File: src/rtl/bus_slave_mux_pkg.sv
// Shared definitions for the bus slave mux slice.
//   state_t          : FSM state encoding (IDLE/ACTIVE/RESP; 2'd3 falls back to IDLE)
//   ERR_DATA_DEFAULT : read data returned on decode error or timeout
//   SLOT_*           : well-known slot indices
//   is_onehot()      : true when exactly one bit of the (zero-extended) vector is set
package bus_slave_mux_pkg;

    typedef enum logic [1:0] {
        ST_IDLE   = 2'd0,
        ST_ACTIVE = 2'd1,
        ST_RESP   = 2'd2
    } state_t;

    localparam logic [31:0] ERR_DATA_DEFAULT = 32'hdeadbeef;

    localparam int unsigned SLOT_UART = 0;
    localparam int unsigned SLOT_RAM  = 7;

    // Callers zero-extend their enable vector to 32 bits, so up to 32 slots.
    function automatic logic is_onehot(input logic [31:0] v);
        return (v != '0) && ((v & (v - 32'd1)) == '0);
    endfunction

endpackage

File: src/rtl/bus_slave_mux_timeout.sv
// Cycle counter guarding an outstanding slave request.
//   clk, reset : clock and synchronous active-high reset
//   clear      : restart the count at zero
//   enable     : advance the count by one
//   expired    : count has reached TIMEOUT_CYCLES-1
module bus_timeout_counter #(
    parameter int unsigned TIMEOUT_CYCLES = 255
) (
    input  logic clk,
    input  logic reset,
    input  logic clear,
    input  logic enable,
    output logic expired
);

    localparam int unsigned W = $clog2(TIMEOUT_CYCLES + 1);

    logic [W-1:0] count;

    assign expired = (count == W'(TIMEOUT_CYCLES - 1));

    always_ff @(posedge clk) begin
        if (reset || clear) begin
            count <= '0;
        end else if (enable && !expired) begin
            count <= count + 1'b1;
        end
    end

endmodule

File: src/rtl/bus_slave_mux.sv
// CPU-side memory handshake routed to one of NUM_SLAVES slave slots.
//   clk, reset       : clock and synchronous active-high reset
//   mem_valid        : CPU request, held with enables until mem_ready
//   enables          : one-hot slot select from the address decoder
//   mem_ready        : one-cycle response pulse to the CPU
//   mem_rdata        : response data, held until the next response
//   slv_valid        : per-slot request (at most one bit set)
//   slv_ready        : per-slot completion
//   slv_rdata        : packed slot read data, slot i at [32*i+31:32*i]
//   err_clear        : clears bus_error
//   bus_error        : sticky flag, set by decode error or timeout
//   err_count        : saturating count of error responses
module bus_slave_mux
    import bus_slave_mux_pkg::*;
#(
    parameter int unsigned NUM_SLAVES     = 8,
    parameter int unsigned TIMEOUT_CYCLES = 255,
    parameter logic [31:0] ERR_DATA       = ERR_DATA_DEFAULT
) (
    input  logic                     clk,
    input  logic                     reset,
    input  logic                     mem_valid,
    input  logic [NUM_SLAVES-1:0]    enables,
    output logic                     mem_ready,
    output logic [31:0]              mem_rdata,
    output logic [NUM_SLAVES-1:0]    slv_valid,
    input  logic [NUM_SLAVES-1:0]    slv_ready,
    input  logic [32*NUM_SLAVES-1:0] slv_rdata,
    input  logic                     err_clear,
    output logic                     bus_error,
    output logic [7:0]               err_count
);

    state_t                state, state_next;
    logic [NUM_SLAVES-1:0] sel, sel_next;
    logic [NUM_SLAVES-1:0] slv_valid_next;
    logic                  mem_ready_next;
    logic [31:0]           mem_rdata_next;
    logic [31:0]           rdata_mux;
    logic                  err_event;
    logic                  cnt_clear, cnt_enable, expired;

    bus_timeout_counter #(
        .TIMEOUT_CYCLES(TIMEOUT_CYCLES)
    ) u_timeout (
        .clk    (clk),
        .reset  (reset),
        .clear  (cnt_clear),
        .enable (cnt_enable),
        .expired(expired)
    );

    // AND-OR mux: sel is one-hot whenever this is consumed, so no priority needed.
    always_comb begin
        rdata_mux = '0;
        for (int unsigned i = 0; i < NUM_SLAVES; i++) begin
            rdata_mux = rdata_mux | (slv_rdata[32*i +: 32] & {32{sel[i]}});
        end
    end

    always_comb begin
        state_next     = state;
        sel_next       = sel;
        slv_valid_next = '0;
        mem_ready_next = 1'b0;
        mem_rdata_next = mem_rdata;
        err_event      = 1'b0;
        cnt_clear      = 1'b0;
        cnt_enable     = 1'b0;
        case (state)
            ST_IDLE: begin
                if (mem_valid) begin
                    sel_next  = enables;
                    cnt_clear = 1'b1;
                    if (is_onehot(32'(enables))) begin
                        state_next     = ST_ACTIVE;
                        slv_valid_next = enables;
                    end else begin
                        state_next     = ST_RESP;
                        mem_ready_next = 1'b1;
                        mem_rdata_next = ERR_DATA;
                        err_event      = 1'b1;
                    end
                end
            end
            ST_ACTIVE: begin
                // A dropped request aborts silently; a ready beats an expiring timer.
                if (!mem_valid) begin
                    state_next = ST_IDLE;
                end else if (|(slv_ready & sel)) begin
                    state_next     = ST_RESP;
                    mem_ready_next = 1'b1;
                    mem_rdata_next = rdata_mux;
                end else if (expired) begin
                    state_next     = ST_RESP;
                    mem_ready_next = 1'b1;
                    mem_rdata_next = ERR_DATA;
                    err_event      = 1'b1;
                end else begin
                    slv_valid_next = sel;
                    cnt_enable     = 1'b1;
                end
            end
            ST_RESP: begin
                state_next = ST_IDLE;
            end
            default: begin
                state_next = ST_IDLE;
            end
        endcase
    end

    always_ff @(posedge clk) begin
        if (reset) begin
            state <= ST_IDLE;
        end else begin
            state <= state_next;
        end
    end

    always_ff @(posedge clk) begin
        if (reset) begin
            sel       <= '0;
            slv_valid <= '0;
            mem_ready <= 1'b0;
            mem_rdata <= '0;
            bus_error <= 1'b0;
            err_count <= '0;
        end else begin
            sel       <= sel_next;
            slv_valid <= slv_valid_next;
            mem_ready <= mem_ready_next;
            mem_rdata <= mem_rdata_next;
            if (err_event) begin
                bus_error <= 1'b1;
            end else if (err_clear) begin
                bus_error <= 1'b0;
            end
            if (err_event && (err_count != '1)) begin
                err_count <= err_count + 8'd1;
            end
        end
    end

endmodule

File: config.mk
export PLATFORM = sky130hd
export DESIGN_NAME = bus_slave_mux
export DESIGN_NICKNAME = d
export VERILOG_FILES = /design/src/rtl/bus_slave_mux_pkg.sv /design/src/rtl/bus_slave_mux_timeout.sv /design/src/rtl/bus_slave_mux.sv
export SDC_FILE = /design/constraint.sdc
export NUM_CORES = 1
export LEC_CHECK = 0
export ABC_AREA = 1
export BUFFER_PORTS_ARGS = -buffer_cell sky130_fd_sc_hd__buf_4
export CORE_AREA = 3 3 126 128
export CTS_CLUSTER_SIZE = 20
export DETAILED_ROUTE_END_ITERATION = 7
export DIE_AREA = 0 0 129 131
export RECOVER_POWER = 50
export SETUP_SLACK_MARGIN = 0.02
export SYNTH_ARGS = -nofsm -noshare
export SYNTH_HDL_FRONTEND = slang
export SYNTH_SLANG_ARGS = --single-unit
File: constraint.sdc
create_clock -name clk -period 2.4 [get_ports clk]
set_input_delay 0.48 -clock clk [delete_from_list [all_inputs] [get_ports clk]]
set_output_delay 0.48 -clock clk [all_outputs]
set_load 0.005 [all_outputs]
-- After elaboration in Yosys (flattened, before gate mapping)
Index checks and enable logic that the tools add are counted.
- bits in latches: 0
- logic and storage cells: 85
- register bits after elaboration: 68
- RAM bits: 0
- memories: 0
- bits of input ports: 276
- output and inout port bits: 50
- bits in read-only memories: 0
- div/mod/pow operators: 0
- muxes and demuxes: 35
- order comparisons: 0
- equal/unequal tests: 8
- shift-type cells: 0
- add/subtract/negate cells: 3
- bitwise gates (word level): 17
- reductions and logical operators: 14
- $mul: 0
- operators by type and width (operator ; count):
    $and 32x32->32 ; 8
    $or 32x32->32 ; 7
    $mux 32 ; 5
    $pmux 32 s2 ; 1
    $mux 8 ; 5
    $and 8x32->32 ; 1
    $logic_not 32->1 ; 1
    $add 8x1->8 const B ; 2
    $pmux 8 s2 ; 1
    $mux 1 ; 15
    $mux 2 ; 5
    $sub 8x1->9 const B ; 1
    $and 8x8->8 ; 1
    $eq 8x8->1 const B ; 1
    $ne 8x8->1 const B ; 1
    $reduce_bool 8->1 ; 1
    $reduce_or 8->1 ; 1
    $ne 2x2->1 const B ; 3
    $reduce_and 5->1 ; 1
    $ne 4x3->1 const B ; 1
    $pmux 1 s2 ; 2
    $pmux 2 s2 ; 1
    $reduce_and 2->1 ; 2
    $reduce_bool 2->1 ; 2
    6 further kinds ; 8

-- Logic depth before layout (Yosys ltp)
- word-level depth: 11
- gate-level depth with buffers: 12
- mapped depth without buffers: 11

-- By module
Synthesis repeated with hierarchy kept, for this count alone.
- cell total of the unflattened synthesis: 769
- area, all modules: 4672.0 um2
- by module, submodules not included (module ; times used ; area each (um2) ; seq. area each (um2) ; cells an instance):
    bus_slave_mux ; 1 ; 4194.0 ; 1201.2 ; 700
    bus_timeout_counter ; 1 ; 478.0 ; 160.2 ; 69

-- Least setup slack after synthesis
No wires, ideal clock.
- path kind: input to register
- start: input enables[0]
- end: register mem_rdata[25]
- buffers on the path: 1
- data required time: 2.258 ns
- cell stages on the path: 11
- library setup time: 0.142 ns
- arrival: 1.466 ns
- path slack: 0.792 ns
- cell sequence: nor2_2 > nand2_2 > nand2_1 > nand2_1 > nor2_2 > nand4_2 > nand2_4 > nand2_8 > buf_6 > o21ai_1 > a21oi_2
- word-level cells in the longest chain between the ends: 6
- elaborated cells between the ends (all ways): 7
- those cells by class: add/sub (1); eq/ne (1); bitwise (1); reduce/logical (4)
- ends and longest elaborated chain (element ; RTL line ; text):
    from (decl) ; bus_slave_mux.sv:23 ; input logic [NUM_SLAVES-1:0] enables,
    $sub 8x1->9 ; bus_slave_mux_pkg.sv:21 ; return (v != '0) && ((v & (v - 32'd1)) == '0);
    $and 8x32->32 ; bus_slave_mux_pkg.sv:21 ;
    $logic_not 32->1 ; bus_slave_mux_pkg.sv:21 ;
    $logic_and 1x1->1 * ; bus_slave_mux_pkg.sv:21 ;
    $ne 2x2->1 (no line) * ; -- ;
    $reduce_and 5->1 (no line) * ; -- ;
    to (signal assigned) ; bus_slave_mux.sv:133 ; mem_rdata <= mem_rdata_next;
    to (decl) ; bus_slave_mux.sv:25 ; output logic [31:0] mem_rdata,
Mark *: on every way between the ends. The rest lies on a longest branch, timed or not.
A chain may end at the register's enable or synchronous reset.

-- Worst setup path after layout
- start: register state[1]
- end: register err_count[5]
- word-level cells in the longest chain between the ends: 3
- elaborated cells between the ends (all ways): 4
- those cells by class: eq/ne (1); mux (1); reduce/logical (2)
- ends and longest elaborated chain (element ; RTL line ; text):
    from (decl) ; bus_slave_mux.sv:34 ; state_t state, state_next;
    from (signal assigned) ; bus_slave_mux.sv:117 ; state <= state_next;
    $eq 2x1->1 / $logic_not 2->1 (equally long branches) ; bus_slave_mux.sv:70 ; case (state)
    $pmux 1 s2 * ; bus_slave_mux.sv:70 ;
    $logic_and 1x1->1 * ; bus_slave_mux.sv:139 ; if (err_event && (err_count != '1)) begin
    to (signal assigned) ; bus_slave_mux.sv:140 ; err_count <= err_count + 8'd1;
    to (decl) ; bus_slave_mux.sv:31 ; output logic [7:0] err_count
Marked as above.

==> impl_metrics.ini <==
[critical_path]
worstSetupPathType = reg2reg
path_max_fanout = 12
timing.rr.start = state[1]$_SDFFE_PP0P_
crit_start = state[1]$_SDFFE_PP0P_
rrSetupSlack_ps = 420
crit_required_ps = 2590
crit_path_end_kind = flop
startpoint_type = flop
crit_arrival_ps = 2170

[sta]
hold_viol = 0
timing.final.ws_setup_ps = 419.5
fmax_mhz = 504.9
skew_ps = 9.662
final.setup.tns_ps = 0
rsz0062_at_grt = false
worst_slew_pin_slew_ps = 567.5
slew_headroom_pct = 62.16
finalCritPeriodShare_pct = 82.52
fin_crit_ps = 1981
drv_slew = 0
setup_violations = 0

[cts]
clock_latency_ps = 330
cts_tree = yes
cts_setup_buffers = 0
cts_buffer_depth = 2
htree_levels = 3
cts_made_buffers = 9
cts_resized = 0
clk_pin_slew_ps = 60
cts_root_buf = clkbuf_16
clock_sinks = 68
cts_hold_repair.buffers = 0

[layout]
layout-drive-gt1-share_pct = 39.76
syn2layout_area_growth_pct = 60.78
layout.nets = 1280
fin_cells = 1198

[global_routing]
grt_pass1_vias = 5541
grt_pass1_wl_microns = 33750
grt_max_degree = 42
track_usage_pct = 26.61
grt-ovfl-total = 0
antenna_found_initial = 4

[routing]
via_per_inst = 5.098
drt_iter0_drc = 394
drt-pass1-iter-count = 5
wl_microns = 24050
antenna_left = 0
drc = 0
wl_per_cell_microns = 20.07
num_vias = 6107

[die]
die-height_microns = 131
coreArea_sq_um = 14980
die-area_sq_um = 16900
pin_count = 326
die_w_microns = 129
initial_core_util_pct = 31.34
core.rowCount = 45

[logic_synthesis]
syn-num-nets = 974
ys_seq_area_share_pct = 29.01
synth_edf_count = 0
synth_warnings = 0
ys_types = 39
synthFlopType = dfxtp_1
yosys_register_bits = 68
netlist_area_sq_um = 4693
syn_avg_cell_area_sq_um = 6.753
synth-async-reset-ratio_pct = 0
synthesis.instances = 695

[status]
outcome = finished, final reports clean

[flow_run]
cap_violations = 0

[worst_hold_path]
hold_start = enables[1]
min_path_type = in2reg

[power]
power_leakage_nw = 3.509
vdd_drop_max_uv = 309.3
powerDensity_nw_per_um2 = 504.4

[placement]
io_buffers = 325
placed_cells = 1178
dpl.hpwl_microns = 19700
post-place-ws_ps = 368.6
place.gp.congestion = 0.9000
==> cell families (layout without fill, tap and decap cells) <==
logic type | count (synthesis) | after routing | synth area share [%]
AO/OA/AOI/OAI | 181 | 181 | 26.29
AND/OR/NAND/NOR | 364 | 364 | 34.82
flip-flops | 68 | 68 | 29.01
buffers and inverters | 72 | 383 | 7.784
adder cells (fa/ha/maj) | 3 | 3 | 0.7999
other | 0 | 4 | 0
XOR/XNOR | 7 | 7 | 1.306
==> layout by cell type, fill, tap and decap left out, types with 4 or more instances in the layout <==
cell type and n:
nand2_1 236, a22o_1 25, clkbuf_4 26, a21oi_1 47
clkbuf_16 9, inv_2 6, nand3_1 26, buf_4 291
clkbuf_1 25, nand4_1 12, diode_2 4, a221oi_1 43
nor2_1 45, a21oi_2 18, dfxtp_1 68, nand2_2 26
o21ai_1 33, o21ai_0 13, inv_1 16, xor2_1 6
==> critical path, stage by stage, from the launching register on <==
cell and delay [ps]:
dfxtp_1 320, inv_2 60, nand2_2 130, nor2_1 270, inv_2 110, nor2_1 120
nand2_1 70, nand2_1 330, nand2_1 250, nand2_1 110, a21oi_1 60
==> metal layers <==
layer / GRT usage [%] / part of all wire, %
met5: 0 / 0
met2: 41.40 / 47
met1: 36.72 / 44
met4: 10.01 / 2.7
met3: 4.878 / 6.3
==> synth_stat cells, types with 2 or more instances <==
| master | instances | area [sq um] |
|---|---|---|
| nand2_1 | 235 | 882.1 |
| dfxtp_1 | 68 | 1361 |
| a21oi_1 | 47 | 235.2 |
| nor2_1 | 45 | 168.9 |
| a221oi_1 | 43 | 376.6 |
| o21ai_1 | 33 | 165.2 |
| clkbuf_1 | 30 | 112.6 |
| nand2_2 | 27 | 168.9 |
| nand3_1 | 26 | 130.1 |
| a22o_1 | 25 | 219.0 |
| a21oi_2 | 18 | 157.7 |
| inv_1 | 15 | 56.30 |
| o21ai_0 | 13 | 65.06 |
| nand4_1 | 12 | 75.07 |
| buf_2 | 10 | 50.05 |
| inv_2 | 7 | 26.28 |
| xor2_1 | 6 | 52.55 |
| buf_6 | 3 | 33.78 |
| ha_1 | 3 | 37.54 |
| nand2_4 | 3 | 33.78 |
| nand4_2 | 3 | 37.54 |
| nor2_2 | 3 | 18.77 |
| buf_12 | 2 | 40.04 |
| buf_4 | 2 | 15.01 |
| nor3_1 | 2 | 10.01 |
==> state kept, by name, summed over array words and instances, names as in the netlist <==
register and cells:
sel 8, mem_ready 1, u_timeout.count 8, mem_rdata 32, bus_error 1, slv_valid 8
err_count 8, state 2
==> power breakdown <==
part | switching (mW) | leakage, nW | internal (mW)
combinational | 0.492 | 2.78 | 0.515
sequential | 0.0524 | 0.558 | 1.19
clock | 0.490 | 0.173 | 1.07
==> final timing paths <==
| kind | cells after the start | end |
|---|---|---|
| max reg2reg | 10 | err_count[5]$_SDFFE_PP0P_ |
| min reg2reg | 2 | mem_rdata[0]$_SDFFE_PP0P_ |
| max | 10 | err_count[5]$_SDFFE_PP0P_ |
| min | 3 | sel[1]$_SDFFE_PP0P_ |
==> stage by stage <==
stage / hold WS, ps / cell area [sq um] / utilization, % / power (mW)
2_1_floorplan: 440.3 / 4693 / - / 1.701
3_3_place_gp: 452.0 / 7277 / 48.59 / 2.291
3_5_place_dp: 455.6 / 7277 / 48.59 / 2.294
4_1_cts: 410.1 / 7629 / 50.94 / 3.860
5_1_grt: 452.8 / 7546 / 50.38 / 3.977
6_report: 428.3 / 7546 / 50.38 / 3.807
==> area by class of cell <==
cell class / instances / area (sq um)
antenna: 4 / 10.01
fill: 1583 / 7431
timing repair buffer: 344 / 2530
tap: 188 / 235.2
clock inverter: 4 / 95.09
multi-input combinational: 555 / 2964
clock buffer: 12 / 256.5
sequential: 68 / 1361
inverter: 23 / 93.84
No activity file was read; power rests on OpenSTA's default activity.
